`config.mk`:
```
export PLATFORM = sky130hd
export DESIGN_NAME = series_ctrl_gen
export DESIGN_NICKNAME = d
export VERILOG_FILES = /design/src/rtl/series_pkg.sv /design/src/rtl/term_counter.sv /design/src/rtl/series_ctrl_gen.sv
export SDC_FILE = /design/constraint.sdc
export NUM_CORES = 1
export LEC_CHECK = 0
export BUFFER_PORTS_ARGS = -buffer_cell sky130_fd_sc_hd__clkbuf_2
export CELL_PAD_IN_SITES_DETAIL_PLACEMENT = 1
export CELL_PAD_IN_SITES_GLOBAL_PLACEMENT = 2
export CORE_MARGIN = 5
export CORE_UTILIZATION = 34
export CTS_CLUSTER_DIAMETER = 120
export DETAILED_ROUTE_END_ITERATION = 8
export PLACE_DENSITY_LB_ADDON = 0.1
export SLEW_MARGIN = 20
export SYNTH_ARGS = -nofsm -noshare
export SYNTH_HDL_FRONTEND = slang
export SYNTH_SLANG_ARGS = --single-unit
```
`constraint.sdc`:
```
create_clock -name clk -period 2.8 [get_ports clk]
set_input_delay 0.28 -clock clk [delete_from_list [all_inputs] [get_ports clk]]
set_output_delay 0.28 -clock clk [all_outputs]
set_load 0.01 [all_outputs]
```
`src/rtl/series_pkg.sv`:
```
// Shared types for the parametrised series-evaluation controller:
// FSM state encoding and the bundle of datapath select/load strobes.
package series_pkg;

  typedef enum logic [2:0] {
    IDLE  = 3'd0,
    LOAD  = 3'd1,
    CAL_X = 3'd2,
    MULT  = 3'd3,
    ADD   = 3'd4,
    DONE  = 3'd5
  } state_e;

  typedef struct packed {
    logic s1_rom;
    logic s1_x;
    logic s2_tmp;
    logic s2_x;
    logic s4_in;
    logic s4_mult;
    logic ld_x;
    logic ld_y;
    logic ld_tmp;
    logic init_tmp;
    logic ld_ans;
    logic init_ans;
    logic sub;
  } ctrl_t;

  localparam ctrl_t CTRL_IDLE = '0;

endpackage

```
`src/rtl/term_counter.sv`:
```
// Term index and per-term multiply-step counter, with end-of-term and
// end-of-series flags for the controller FSM.
module term_counter #(
  parameter  int MAX_TERMS = 8,
  parameter  int POW_STEPS = 2,
  localparam int IW        = $clog2(MAX_TERMS),
  localparam int SW        = (POW_STEPS > 1) ? $clog2(POW_STEPS) : 1
) (
  input  logic          clk,
  input  logic          rst,
  input  logic          clr_i,
  input  logic          step_clr_i,
  input  logic          step_inc_i,
  input  logic          term_inc_i,
  input  logic [IW-1:0] last_idx_i,
  output logic [IW-1:0] term_idx_o,
  output logic          step_last_o,
  output logic          term_last_o
);

  logic [IW-1:0] term_q;
  logic [SW-1:0] step_q;

  // NOTE: sequential state uses non-blocking assignments so every register
  // samples pre-edge values regardless of statement order.
  always_ff @(posedge clk or posedge rst) begin
    if (rst) begin
      term_q <= '0;
      step_q <= '0;
    end else if (clr_i) begin
      term_q <= '0;
      step_q <= '0;
    end else begin
      if (term_inc_i) term_q <= term_q + 1'b1;
      if (step_clr_i)      step_q <= '0;
      else if (step_inc_i) step_q <= step_q + 1'b1;
    end
  end

  assign term_idx_o  = term_q;
  assign step_last_o = (step_q == SW'(POW_STEPS - 1));
  assign term_last_o = (term_q == last_idx_i);

endmodule

```
`src/rtl/series_ctrl_gen.sv`:
```
// Series-evaluation controller: load, x-power precompute, per-term multiply
// chain and signed accumulate, with runtime term count and busy/done handshake.
module series_ctrl_gen
  import series_pkg::*;
#(
  parameter  int MAX_TERMS = 8,
  parameter  int POW_STEPS = 2,
  localparam int TW        = $clog2(MAX_TERMS + 1),
  localparam int IW        = $clog2(MAX_TERMS)
) (
  input  logic          clk,
  input  logic          rst,
  input  logic          start,
  input  logic [TW-1:0] n_terms,
  input  logic          alt_mode,
  input  logic          less_cmp,
  output logic          s1_rom,
  output logic          s1_x,
  output logic          s2_tmp,
  output logic          s2_x,
  output logic          s4_in,
  output logic          s4_mult,
  output logic          ld_x,
  output logic          ld_y,
  output logic          ld_tmp,
  output logic          init_tmp,
  output logic          ld_ans,
  output logic          init_ans,
  output logic          sub,
  output logic [IW-1:0] term_idx,
  output logic          busy,
  output logic          done
);

  state_e        state_q, state_d;
  ctrl_t         ctrl_q, ctrl_d;
  logic          busy_q, done_q, alt_q;
  logic [IW-1:0] last_idx_q, last_idx_d;
  logic          step_last, term_last, term_end, accept;

  assign accept   = (state_q == IDLE) && start;
  assign term_end = less_cmp || term_last;

  // Zero or out-of-range requests run the full series.
  always_comb begin
    if (n_terms == '0 || n_terms > TW'(MAX_TERMS)) last_idx_d = IW'(MAX_TERMS - 1);
    else                                           last_idx_d = IW'(n_terms - 1'b1);
  end

  term_counter #(.MAX_TERMS(MAX_TERMS), .POW_STEPS(POW_STEPS)) u_cnt (
    .clk         (clk),
    .rst         (rst),
    .clr_i       (accept),
    .step_clr_i  ((state_q == CAL_X) || ((state_q == ADD) && !term_end)),
    .step_inc_i  ((state_q == MULT) && !step_last),
    .term_inc_i  ((state_q == ADD) && !term_end),
    .last_idx_i  (last_idx_q),
    .term_idx_o  (term_idx),
    .step_last_o (step_last),
    .term_last_o (term_last)
  );

  // NOTE: every signal written here gets a default first so no path leaves
  // it unassigned, which would otherwise infer a latch.
  always_comb begin
    state_d = state_q;
    case (state_q)
      IDLE:    if (start) state_d = LOAD;
      LOAD:    if (!start) state_d = CAL_X;
      CAL_X:   state_d = MULT;
      MULT:    if (step_last) state_d = ADD;
      ADD:     state_d = term_end ? DONE : MULT;
      DONE:    state_d = IDLE;
      default: state_d = IDLE;
    endcase
  end

  // Outputs are decoded from the state being entered, then registered.
  always_comb begin
    ctrl_d = CTRL_IDLE;
    case (state_d)
      LOAD: begin
        ctrl_d.s4_in = 1'b1;
        ctrl_d.ld_x  = 1'b1;
        ctrl_d.ld_y  = 1'b1;
      end
      CAL_X: begin
        ctrl_d.s1_x     = 1'b1;
        ctrl_d.s2_x     = 1'b1;
        ctrl_d.s4_mult  = 1'b1;
        ctrl_d.ld_x     = 1'b1;
        ctrl_d.init_tmp = 1'b1;
        ctrl_d.init_ans = 1'b1;
      end
      MULT: begin
        ctrl_d.s2_tmp = 1'b1;
        ctrl_d.ld_tmp = 1'b1;
        // First step of a term is entered from CAL_X or ADD; later ones from MULT.
        if (state_q == MULT) ctrl_d.s1_x   = 1'b1;
        else                 ctrl_d.s1_rom = 1'b1;
      end
      ADD: begin
        ctrl_d.ld_ans = 1'b1;
        ctrl_d.sub    = alt_q & term_idx[0];
      end
      default: ;
    endcase
  end

  always_ff @(posedge clk or posedge rst) begin
    if (rst) begin
      state_q    <= IDLE;
      ctrl_q     <= CTRL_IDLE;
      busy_q     <= 1'b0;
      done_q     <= 1'b0;
      alt_q      <= 1'b0;
      last_idx_q <= '0;
    end else begin
      state_q <= state_d;
      ctrl_q  <= ctrl_d;
      busy_q  <= (state_d == LOAD) || (state_d == CAL_X) ||
                 (state_d == MULT) || (state_d == ADD);
      done_q  <= (state_d == DONE);
      if (accept) begin
        alt_q      <= alt_mode;
        last_idx_q <= last_idx_d;
      end
    end
  end

  assign s1_rom   = ctrl_q.s1_rom;
  assign s1_x     = ctrl_q.s1_x;
  assign s2_tmp   = ctrl_q.s2_tmp;
  assign s2_x     = ctrl_q.s2_x;
  assign s4_in    = ctrl_q.s4_in;
  assign s4_mult  = ctrl_q.s4_mult;
  assign ld_x     = ctrl_q.ld_x;
  assign ld_y     = ctrl_q.ld_y;
  assign ld_tmp   = ctrl_q.ld_tmp;
  assign init_tmp = ctrl_q.init_tmp;
  assign ld_ans   = ctrl_q.ld_ans;
  assign init_ans = ctrl_q.init_ans;
  assign sub      = ctrl_q.sub;
  assign busy     = busy_q;
  assign done     = done_q;

endmodule

```
# Word level (Yosys, flattened, before mapping)
# Index checks and enable logic that the tools add are counted.
totals:
  wordCells: 67
  out_inout_bits: 18
  reg_bits: 21
classes:
  order_cmp: 1
  reduce_logical: 16
  bitwise_logic: 1
  n_eq_ne: 10
  muxes: 21
  add_sub_neg: 3
ops:
  columns: ["cell", "n"]
  rows:
  - ["3-bit two-way mux", 7]
  - ["3-bit case mux with 5 select lines", 1]
  - ["3-bit by 2-bit == test with 1-bit output, second input constant", 4]
  - ["1-bit two-way mux", 12]
  - ["3-bit == test, second input constant", 3]
  - ["3-bit by 1-bit == test with 1-bit output, second input constant", 2]
  - ["1-bit logical OR", 6]
  - ["4-bit greater-than comparator, second input constant", 1]
  - ["4-bit zero test", 1]
  - ["3-bit by 1-bit adder with 3-bit output, second input constant", 1]
  - ["3-bit == test", 1]
  - ["1-bit logical AND", 3]
  - ["3-bit zero test", 1]
  - ["3-bit nonzero test", 1]
  - ["3-bit by 1-bit subtractor with 3-bit output, second input constant", 1]
  - ["1-bit zero test", 2]
  - ["1-bit case mux with 2 select lines", 1]
  - ["2-bit nonzero test", 1]
  - ["2-bit OR reduction", 1]
  - ["1-bit adder, second input constant", 1]
  - ["1-bit AND", 1]

# Logic depth before layout (Yosys ltp)
# Gate-level depths: netlist of the first run.
depth:
  ltp_word: 8
  ltp_mapped: 6
  ltp_nobuf: 6

# Cells and area by module
# Synthesis of the first run repeated with hierarchy kept, for this count alone.
unflattened:
  hier_cells: 90
  area_unflattened_um2: 979.7
modules_own_cells:
  columns: ["mod", "area_each_um2", "cells_per_inst", "n_inst"]
  rows:
  - ["series_ctrl_gen", 760.7, 71, 1]
  - ["term_counter", 219.0, 19, 1]

# Worst setup path after synthesis of the first run
# No wires, ideal clock.
synth_timing:
  path_type: "register to register"
  start: "register u_cnt.term_q[0], in the netlist u_cnt.term_idx_o[0]"
  end: "register busy_q, in the netlist busy"
  path_buffers: 0
  arrival_ns: 1.211
  setup_slack_ns: 1.465
  setup_time_ns: 0.124
  stages_incl_launch_ff: 5
  cell_sequence: "dfrtp_1 -> xnor2_1 -> a31oi_2 -> nand2b_1 -> a211o_1"
synth_via:
  elab_chain_cells: 8
  elab_cells_between_ends: 11
synth_lines:
  columns: ["element", "line_no", "rtl"]
  rows:
  - ["from (decl)", "term_counter.sv:21", "logic [IW-1:0] term_q;"]
  - ["from (signal assigned)", "term_counter.sv:34", "if (term_inc_i) term_q <= term_q + 1'b1;"]
  - ["3-bit == test (*)", "term_counter.sv:42", "assign term_last_o = (term_q == last_idx_i);"]
  - ["1-bit logical OR (*)", "series_ctrl_gen.sv:42", "assign term_end = less_cmp || term_last;"]
  - ["3-bit two-way mux (*)", "series_ctrl_gen.sv:72", "ADD: state_d = term_end ? DONE : MULT;"]
  - ["3-bit case mux with 5 select lines (*)", "series_ctrl_gen.sv:67", "case (state_q)"]
  - ["3-bit by 1-bit == test with 1-bit output / 3-bit by 2-bit == test with 1-bit output (equally long branches)", "series_ctrl_gen.sv:121", "busy_q <= (state_d == LOAD) || (state_d == CAL_X) ||"]
  - ["1-bit logical OR (2 in a row)", "series_ctrl_gen.sv:121", null]
  - ["1-bit logical OR (*)", "series_ctrl_gen.sv:122", "(state_d == MULT) || (state_d == ADD);"]
  - ["to (signal assigned)", "series_ctrl_gen.sv:121", null]
  - ["to (decl)", "series_ctrl_gen.sv:37", "logic busy_q, done_q, alt_q;"]
# Mark *: on every way between the ends. The rest lies on a longest branch, timed or not.
# A chain may end at the register's enable or synchronous reset.

# Worst setup path in the final report of the first run
# Ends and elaborated chain as after synthesis.

==> results of run 1 <==
-- final timing paths --
check                                 to  slack, ps           startpoint  cells after the start
max                                 busy       1320  u_cnt.term_idx_o[0]                      4
min                        last_idx_q[0]         90                  rst                      2
max reg2reg                         busy       1320  u_cnt.term_idx_o[0]                      4
min reg2reg                        alt_q        490                alt_q                      2
max in group asynchronous         s1_rom       2210                  rst                      2
min in group clk           last_idx_q[0]        150           n_terms[0]                      2
-- metrics by stage --
stage | instances | hold slack (ps)
2_1_floorplan | 91 | 257
3_3_place_gp | 140 | 445
3_5_place_dp | 140 | 466
4_1_cts | 144 | 119
5_1_grt | 144 | 142
6_report | 144 | 88.8
-- sequential cells by signal (all words and copies together) (netlist names) --
signal             flops
last_idx_q             3
state_q                3
u_cnt.term_idx_o       3
alt_q                  1
busy                   1
done                   1
init_ans               1
ld_ans                 1
ld_tmp                 1
ld_x                   1
ld_y                   1
s1_rom                 1
s1_x                   1
sub                    1
u_cnt.step_last_o      1
-- kinds of logic after synthesis --
| logic type | share of synthesized area (%) |
|---|---|
| xor+xnor | 4.40 |
| compound gates | 10.7 |
| fa+ha+maj | 2.52 |
| simple gates | 19.4 |
| buf+inv | 7.17 |
| mux | 3.02 |
| flops | 52.8 |
-- worst max-delay path: stages, from the launching register on --
cell	delay, ps
dfrtp_1	480
xnor2_1	200
a31oi_2	190
nand2b_1	190
a211o_1	320
-- power groups by stage --
stage | Clock [mW] | Combinational, mW | Sequential, mW
finish | 0.152 | 0.458 | 0.555
global route | 0.168 | 0.516 | 0.581
CTS | 0.152 | 0.470 | 0.558
detailed placement | 0 | 0.464 | 0.564
global placement | 0 | 0.455 | 0.563
floorplan | 0 | 0.381 | 0.520
-- cell usage after synthesis, drive strengths merged (2+ instances only) --
cell     n
and3     2
nor2    10
dfrtp   21
xnor2    4
a211o    2
nor4b    2
ha       2
buf      8
mux2i    3
a21oi    4
nand2    9
nand2b   5
inv      5
-- metal layers --
layer	track usage (%)	wire length (um)	up-vias
met3	4.38	137	2
met5	0	0	-
met2	16.0	937	22
li1	-	-	340
met1	14.8	982	349
met4	2.29	10	0
-- area by class of cell --
cell class              count  area, sq um
flip-flops and latches     21          526
multi-input cells          57          398
repair buffers             26          130
fillers                   333         1640
clock buffers               4         26.3
inverters                   5         18.8
well taps                  31         38.8
==> impl_results.md, run 1 <==
- Outcome: complete, no violations
- CTS tree: done
- Cells after Synth: 91
- Reg power frac: 47.6%
- Die width: around 64 um
- Core ar.: 0.00278 sq mm
- Total power: 1.17 mW
- P_sw: 472 uW
- H-tree Lvls: 1
- HP Class: input pin to asynchronous set/reset pin
- Layout cells sized above 1: approximately a third
- Post-synth ARST share: 100%
- Final worst slack: 1320 ps
- Clock sinks: 21
- Rows: 19
- CP startpoint kind: flip-flop
- Most common cell after layout, fill and taps aside: clkbuf_2
- CP Data Required Time: 3000 ps
- Vias in the first global route: 714
- Final hold viol count: 0
- Kind of end point of the critical path: flip-flop
- GPL Wtd Cong: 0.741
- Design area: 0.00114 sq mm
- PD cells: 1020 mW/mm^2
- Syn. warnings: 0
- Vias: roughly 710
- Cts repair resizes: 0
- DR vias/cell: 4.95
- Worst-path clk slew: 130 ps
- Top cell type's share of synthesized area: 52.8%
- Initial antenna violation count: 0
- Dpl ws: about 1300 ps
- Routed Antenna Nets: 0
- Clock share of power: a little over an eighth
- Clock buffer depth: 2
- Drt total wl: around 2.1 mm
- Post-CTS Setup Repair Bufs: 0
- Layout Skew: 6.52 ps
- Crit-path max FO: 6
- Crit path DAT: 1680 ps
- Drt pass-1 iters: 3
- Net Sw Frac: 40.5%
- Worst Path Class, Setup: flip-flop to flip-flop
- Finish-stage setup viols: 0
- # DRC: 0
- DRT iter0 DRCs: 5
- VDD IR max: 0.000525 V
- LEAKAGE: between 0.5 and 0.6 nW
- FF+latch count, synth: 21
- Root Buffer: clkbuf_4
- Post-synth EDFFs: 0
- PortBufs: 26
- Initial Util: a little over a third
- Post-DP HPWL: 1.56 mm
- Syn Area/Cell: 10.9 sq um
- Die H: between 60 and 70 um
- Synth area leaders: dfrtp_1 53%, buf_4 3.8%, nor2_1 3.8%, xnor2_1 3.5%, nand2b_1 3.1%
- Final period utilization: 52.9%
- Setup_tns: 0 ps
- WL/cell: 14.4 um
- GR Overflow Total: 0
- Pin count of the biggest net entering global routing: 22
- Area grow syn2layout: 14.3%
- Slew Limit Fails: 0
- RSZ-0062 raised after global routing: false
- Hold Buf Count CTS: 0
- Commonest cells after routing, fill and taps aside: 26 x clkbuf_2, 21 x dfrtp_1, 10 x nor2_1
- Clock latency on the worst-skew pair: around 300 ps
- Max Cap Viol: 0
- Total CTS buffers: 3
- Total GRT Usage: 10.8%
- Slew margin rel.: between 40 and 50%
- DIE AREA: 0.00411 sq mm
- Nets: approximately 130
- First-pass GRT wire length: between 3 and 4 mm
- Crit path time final: 1480 ps
- Synth area leader: dfrtp_1
- N_diodes: 0
- Mapped cell area: around 990 sq um
- Syn_nets: 102
- Ports: 27
- Area post-placement: ~0.0011 sq mm
- Register area share after synthesis: 52.8%
- Final core occ: 40.9%
- P_int: 693 uW
- Worst-Margin Slew: 806 ps
- Main synth FF type: dfrtp_1
- Max Fclk: 675 MHz
- Combinational Power Share: 39.3%
- Distinct cells, synth: 31
No activity file was read; power rests on OpenSTA's default activity.
==> run 2, diff against run 1 <==
--- a/config.mk
+++ b/config.mk
@@ -9,7 +9,7 @@
 export CELL_PAD_IN_SITES_DETAIL_PLACEMENT = 1
 export CELL_PAD_IN_SITES_GLOBAL_PLACEMENT = 2
 export CORE_MARGIN = 5
-export CORE_UTILIZATION = 34
+export CORE_UTILIZATION = 28
 export CTS_CLUSTER_DIAMETER = 120
 export DETAILED_ROUTE_END_ITERATION = 8
 export PLACE_DENSITY_LB_ADDON = 0.1
==> constraint.sdc (replaced) <==
create_clock -name clk -period 1.35 [get_ports clk]
set_input_delay 0.135 -clock clk [delete_from_list [all_inputs] [get_ports clk]]
set_output_delay 0.135 -clock clk [all_outputs]
set_load 0.01 [all_outputs]
==> impl_results.md, run 2 (synthesized netlist as in run 1, its figures left out) <==
- DRT iter0 DRCs: 2
- Worst-Margin Slew: 284 ps
- M1 WL: 1.14 mm
- Vias: ~770
- Die width: about 70 um
- Area post-placement: about 0.0012 sq mm
- Dpl cells: 169
- Fill cells: 389
- Final hold viol count: 0
- CP Data Required Time: 1550 ps
- Clock sinks: 21
- Met2 WL post-DR: 1.13 mm
- GPL Wtd Cong: 0.689
- Clock share of power: roughly 11%
- Max Cap Viol: 0
- Vias in the first global route: between 700 and 800
- DR vias/cell: 4.32
- Total CTS buffers: 3
- Worst Path Class, Setup: flip-flop to flip-flop
- Combinational Power Share: 49.2%
- Drt pass-1 iters: 4
- Max Fclk: around 750 MHz
- Post-DP HPWL: 1.74 mm
- Net Sw Frac: 39.1%
- Clock buffer depth: 2
- Reg power frac: 39.7%
- Initial Util: 29.3%
- Finish-stage setup viols: 0
- Crit path DAT: 1530 ps
- First-pass GRT wire length: 3.89 mm
- Design area: 0.00136 sq mm
- Pin count of the biggest net entering global routing: 22
- Final period utilization: 98.1%
- Rows: 21
- PD cells: between 2000 and 2500 mW/mm^2
- CP startpoint kind: flip-flop
- Commonest cells after routing, fill and taps aside: 26 x clkbuf_2, 18 x dfrtp_1, 15 x buf_4
- HP Class: input pin to flip-flop
- Total GRT Usage: ~10%
- Outcome: complete, no violations
- WL/cell: ~14 um
- Ports: 27
- Slew Limit Fails: 0
- Worst-path clk slew: 120 ps
- N_diodes: 0
- Clock latency on the worst-skew pair: 300 ps
- Area grow syn2layout: 36.4%
- Slew margin rel.: roughly four fifths
- Final core occ: 40.0%
- Kind of end point of the critical path: flip-flop
- GR Overflow Total: 0
- P_sw: 1.11 mW
- Most common cell after layout, fill and taps aside: clkbuf_2
- VDD IR max: 0.000715 V
- H-tree Lvls: 1
- Met3 wire len: 107 um
- Die H: 69.6 um
- Fin cells: around 180
- # DRC: 0
- Initial antenna violation count: 0
- Layout Skew: 2.84 ps
- Drt total wl: 2.41 mm
- PortBufs: 26
- P_int: about 1.7 mW
- CTS tree: done
- Crit-path max FO: 5
- Core ar.: 0.00339 sq mm
- Layout cells sized above 1: approximately 47%
- Crit path time final: approximately 1300 ps
- DIE AREA: slightly below 0.005 sq mm
- LEAKAGE: around 0.71 nW
- Uppermost layer routed: met4
- Routed Antenna Nets: 0
- Nets: roughly 140
- Root Buffer: clkbuf_4
==> run 2: power by group through the flow <==
stage	sequential (mW)	combinational (mW)	clock (mW)
after floorplan	1.08	0.790	0
after global placement	1.11	1.26	0
after detailed placement	1.12	1.26	0
after CTS	1.11	1.30	0.329
after global routing	1.17	1.52	0.353
final	1.12	1.39	0.316
==> run 2: metal layers <==
layer	track usage [%]	vias up
met3	2.75	2
met1	12.6	368
met5	0	-
li1	-	379
met4	4.56	0
met2	16.5	16
==> run 2: critical path, stage by stage, from the launching register on <==
cell and delay (ps):
dfrtp_1 440, xnor2_2 230, a31oi_4 150, nand2b_4 160
a211o_1 250
==> run 2: worst paths after layout <==
check,from,to,slack (ps),cells after the start
min in group asynchronous,rst,s1_x,380,4
hold reg to reg,alt_q,alt_q,490,2
max in group asynchronous,rst,state_q[0],730,4
hold / removal,alt_mode,alt_q,20,3
setup reg to reg,u_cnt.term_idx_o[1],busy,30,4
setup / recovery,u_cnt.term_idx_o[1],busy,30,4
==> run 2: per-stage QoR <==
step	setup TNS [ps]	hold WS, ps	power (mW)	setup slack [ps]
detailed placement	-23.9	170	2.38	-23.9
global route	-34.5	29.9	3.04	-18.9
finish	0	19.9	2.83	25.3
global placement	-1.31	162	2.36	-1.31
floorplan	0	112	1.87	14.8
CTS	0	8.95	2.74	5.51
==> run 2: timing repair <==
item / in CTS / in global routing
setup buffers: 0 / 2
hold endpoints to repair: 22 / 0
resized for setup: 2 / 10
hold buffers: 2 / 0
pin swaps: 3 / 4
setup endpoints to repair: 1 / 9
==> run 2: cell type report <==
type / instances / area (sq um) / share of cell area, %
timing repair buffer: 44 / 274 / 20.2
clock buffer: 4 / 26.3 / 1.94
inverter: 5 / 18.8 / 1.38
multi-input combinational: 57 / 450 / 33.2
sequential: 21 / 529 / 39.0
tap: 46 / 57.6 / 4.24
==> run 3, diff against run 2 <==
--- a/config.mk
+++ b/config.mk
@@ -8,6 +8,7 @@
 export BUFFER_PORTS_ARGS = -buffer_cell sky130_fd_sc_hd__clkbuf_2
 export CELL_PAD_IN_SITES_DETAIL_PLACEMENT = 1
 export CELL_PAD_IN_SITES_GLOBAL_PLACEMENT = 2
+export CORE_ASPECT_RATIO = 0.7
 export CORE_MARGIN = 5
 export CORE_UTILIZATION = 28
 export CTS_CLUSTER_DIAMETER = 120
==> impl_results.md, run 3 (synthesized netlist as in run 1, its figures left out) <==
- Initial antenna violation count: 0
- Outcome: complete, no violations
- Layout Skew: just over 0.9 ps
- Crit path DAT: 1440 ps
- Crit path time final: 1300 ps
- Clock share of power: 14.0%
- Crit-path max FO: 9
- Total GRT Usage: 10.8%
- Core ar.: 0.00347 sq mm
- VDD IR max: 0.000852 V
- Reg power frac: approximately 39%
- Clock buffer depth: 2
- Worst Path Class, Setup: flip-flop to flip-flop
- N_diodes: 0
- P_sw: around 1.1 mW
- Area grow syn2layout: 36.2%
- Dpl ws: -16.5 ps
- Die width: 81.2 um
- Die H: 59.9 um
- H-tree Lvls: 1
- Drt pass-1 iters: 4
- PD cells: 2160 mW/mm^2
- Vias in the first global route: 801
- CP max-delay cell: dfrtp_2
- P_int: 1.80 mW
- Slew Limit Fails: 0
- DRT iter0 DRCs: 17
- Net Sw Frac: a little under two fifths
- Routed Antenna Nets: 0
- CTS tree: done
- GR Overflow Total: 0
- Layout cells sized above 1: between 40% and 50%
- Rows: 18
- # DRC: 0
- Vias: ~760
- Max Cap Viol: 0
- Final period utilization: 96.1%
- GPL Wtd Cong: 0.708
- Root Buffer: clkbuf_8
- Worst-path clk slew: around 70 ps
- LEAKAGE: between 0.6 and 0.7 nW
- PortBufs: 26
- Kind of end point of the critical path: flip-flop
- DIE AREA: 0.00486 sq mm
- Critical Path, Cell by Cell: buf_4 -> nor3_2 -> a221oi_2 -> a211o_1
- Drt total wl: between 2 and 2.5 mm
- Ports: 27
- Pin count of the biggest net entering global routing: 22
- CP startpoint kind: flip-flop
- Nets: 140
- Worst-Margin Slew: between 200 and 300 ps
- Setup_tns: 0 ps
- Most common cell after layout, fill and taps aside: clkbuf_2
- HP Class: input pin to flip-flop
- Initial Util: 28.7%
- Total CTS buffers: 3
- First-pass GRT wire length: slightly below 4 mm
- CP max stage delay: just under 500 ps
- Final hold viol count: 0
- WL/cell: roughly 13 um
- Clock sinks: 21
- Total power: roughly 2.9 mW
- Combinational Power Share: 47.5%
- Slew margin rel.: 80.0%
- Post-DP HPWL: 1.87 mm
- Max Fclk: ~770 MHz
- Clock latency on the worst-skew pair: 260 ps
- Hold WS: 68.1 ps
- DR vias/cell: 4.24
- Finish-stage setup viols: 0
- Commonest cells after routing, fill and taps aside: 26 x clkbuf_2, 19 x dfrtp_1, 13 x buf_4
- Final worst slack: 52.8 ps
- CP Data Required Time: about 1500 ps
## run 3: layer usage
layer	track usage (%)	vias to the layer above	wire length (um)
li1	-	370	-
met1	15.7	365	1220
met2	15.9	18	1010
met3	3.61	2	127
met4	1.45	0	12
met5	0	-	0
## run 3: power groups by stage
stage / Clock (mW) / Sequential, mW / Combinational, mW
global placement: 0 / 1.10 / 1.24
floorplan: 0 / 1.08 / 0.790
CTS: 0.429 / 1.09 / 1.28
global route: 0.441 / 1.17 / 1.54
detailed placement: 0 / 1.10 / 1.27
finish: 0.408 / 1.13 / 1.39
## run 3: worst paths after layout
path	start	endpoint	slack, ps	depth (start not counted)
worst max register to register	state_q[2]	busy	50	4
max in group asynchronous	rst	state_q[0]	680	4
worst max-delay path	state_q[2]	busy	50	4
worst min-delay path	alt_mode	alt_q	70	3
min in group asynchronous	rst	alt_q	430	4
worst min register to register	alt_q	alt_q	490	2
## run 3: critical path: cells and delay by family, from the launching register on
family	cells	cell delay (ps)
flip-flops	1	490
buffers and inverters	1	180
AND/OR/NAND/NOR	1	140
AO/OA/AOI/OAI	2	370
## run 3: timing repair
item                                    CTS  global route
hold buffers                              1             0
resized for setup                         1            11
endpoints found under the hold margin    21             0
pin swaps                                 0             3
buffers inserted                          0             1
endpoints found under the setup margin    1             8
## run 3: final cells by class
type	count	area, sq um
fillers	421	2110
clock buffers	4	45.0
multi-input cells	57	452
repair buffers	41	249
flip-flops and latches	21	528
inverters	5	18.8
well taps	50	62.6
## run 3: metrics by stage
stage / instances / utilization [%] / cell area [sq um]
3_3_place_gp: 172 / 35.5 / 1230
5_1_grt: 178 / 39.1 / 1360
2_1_floorplan: 91 / - / 995
3_5_place_dp: 172 / 35.5 / 1230
6_report: 178 / 39.1 / 1360
4_1_cts: 177 / 37.2 / 1290
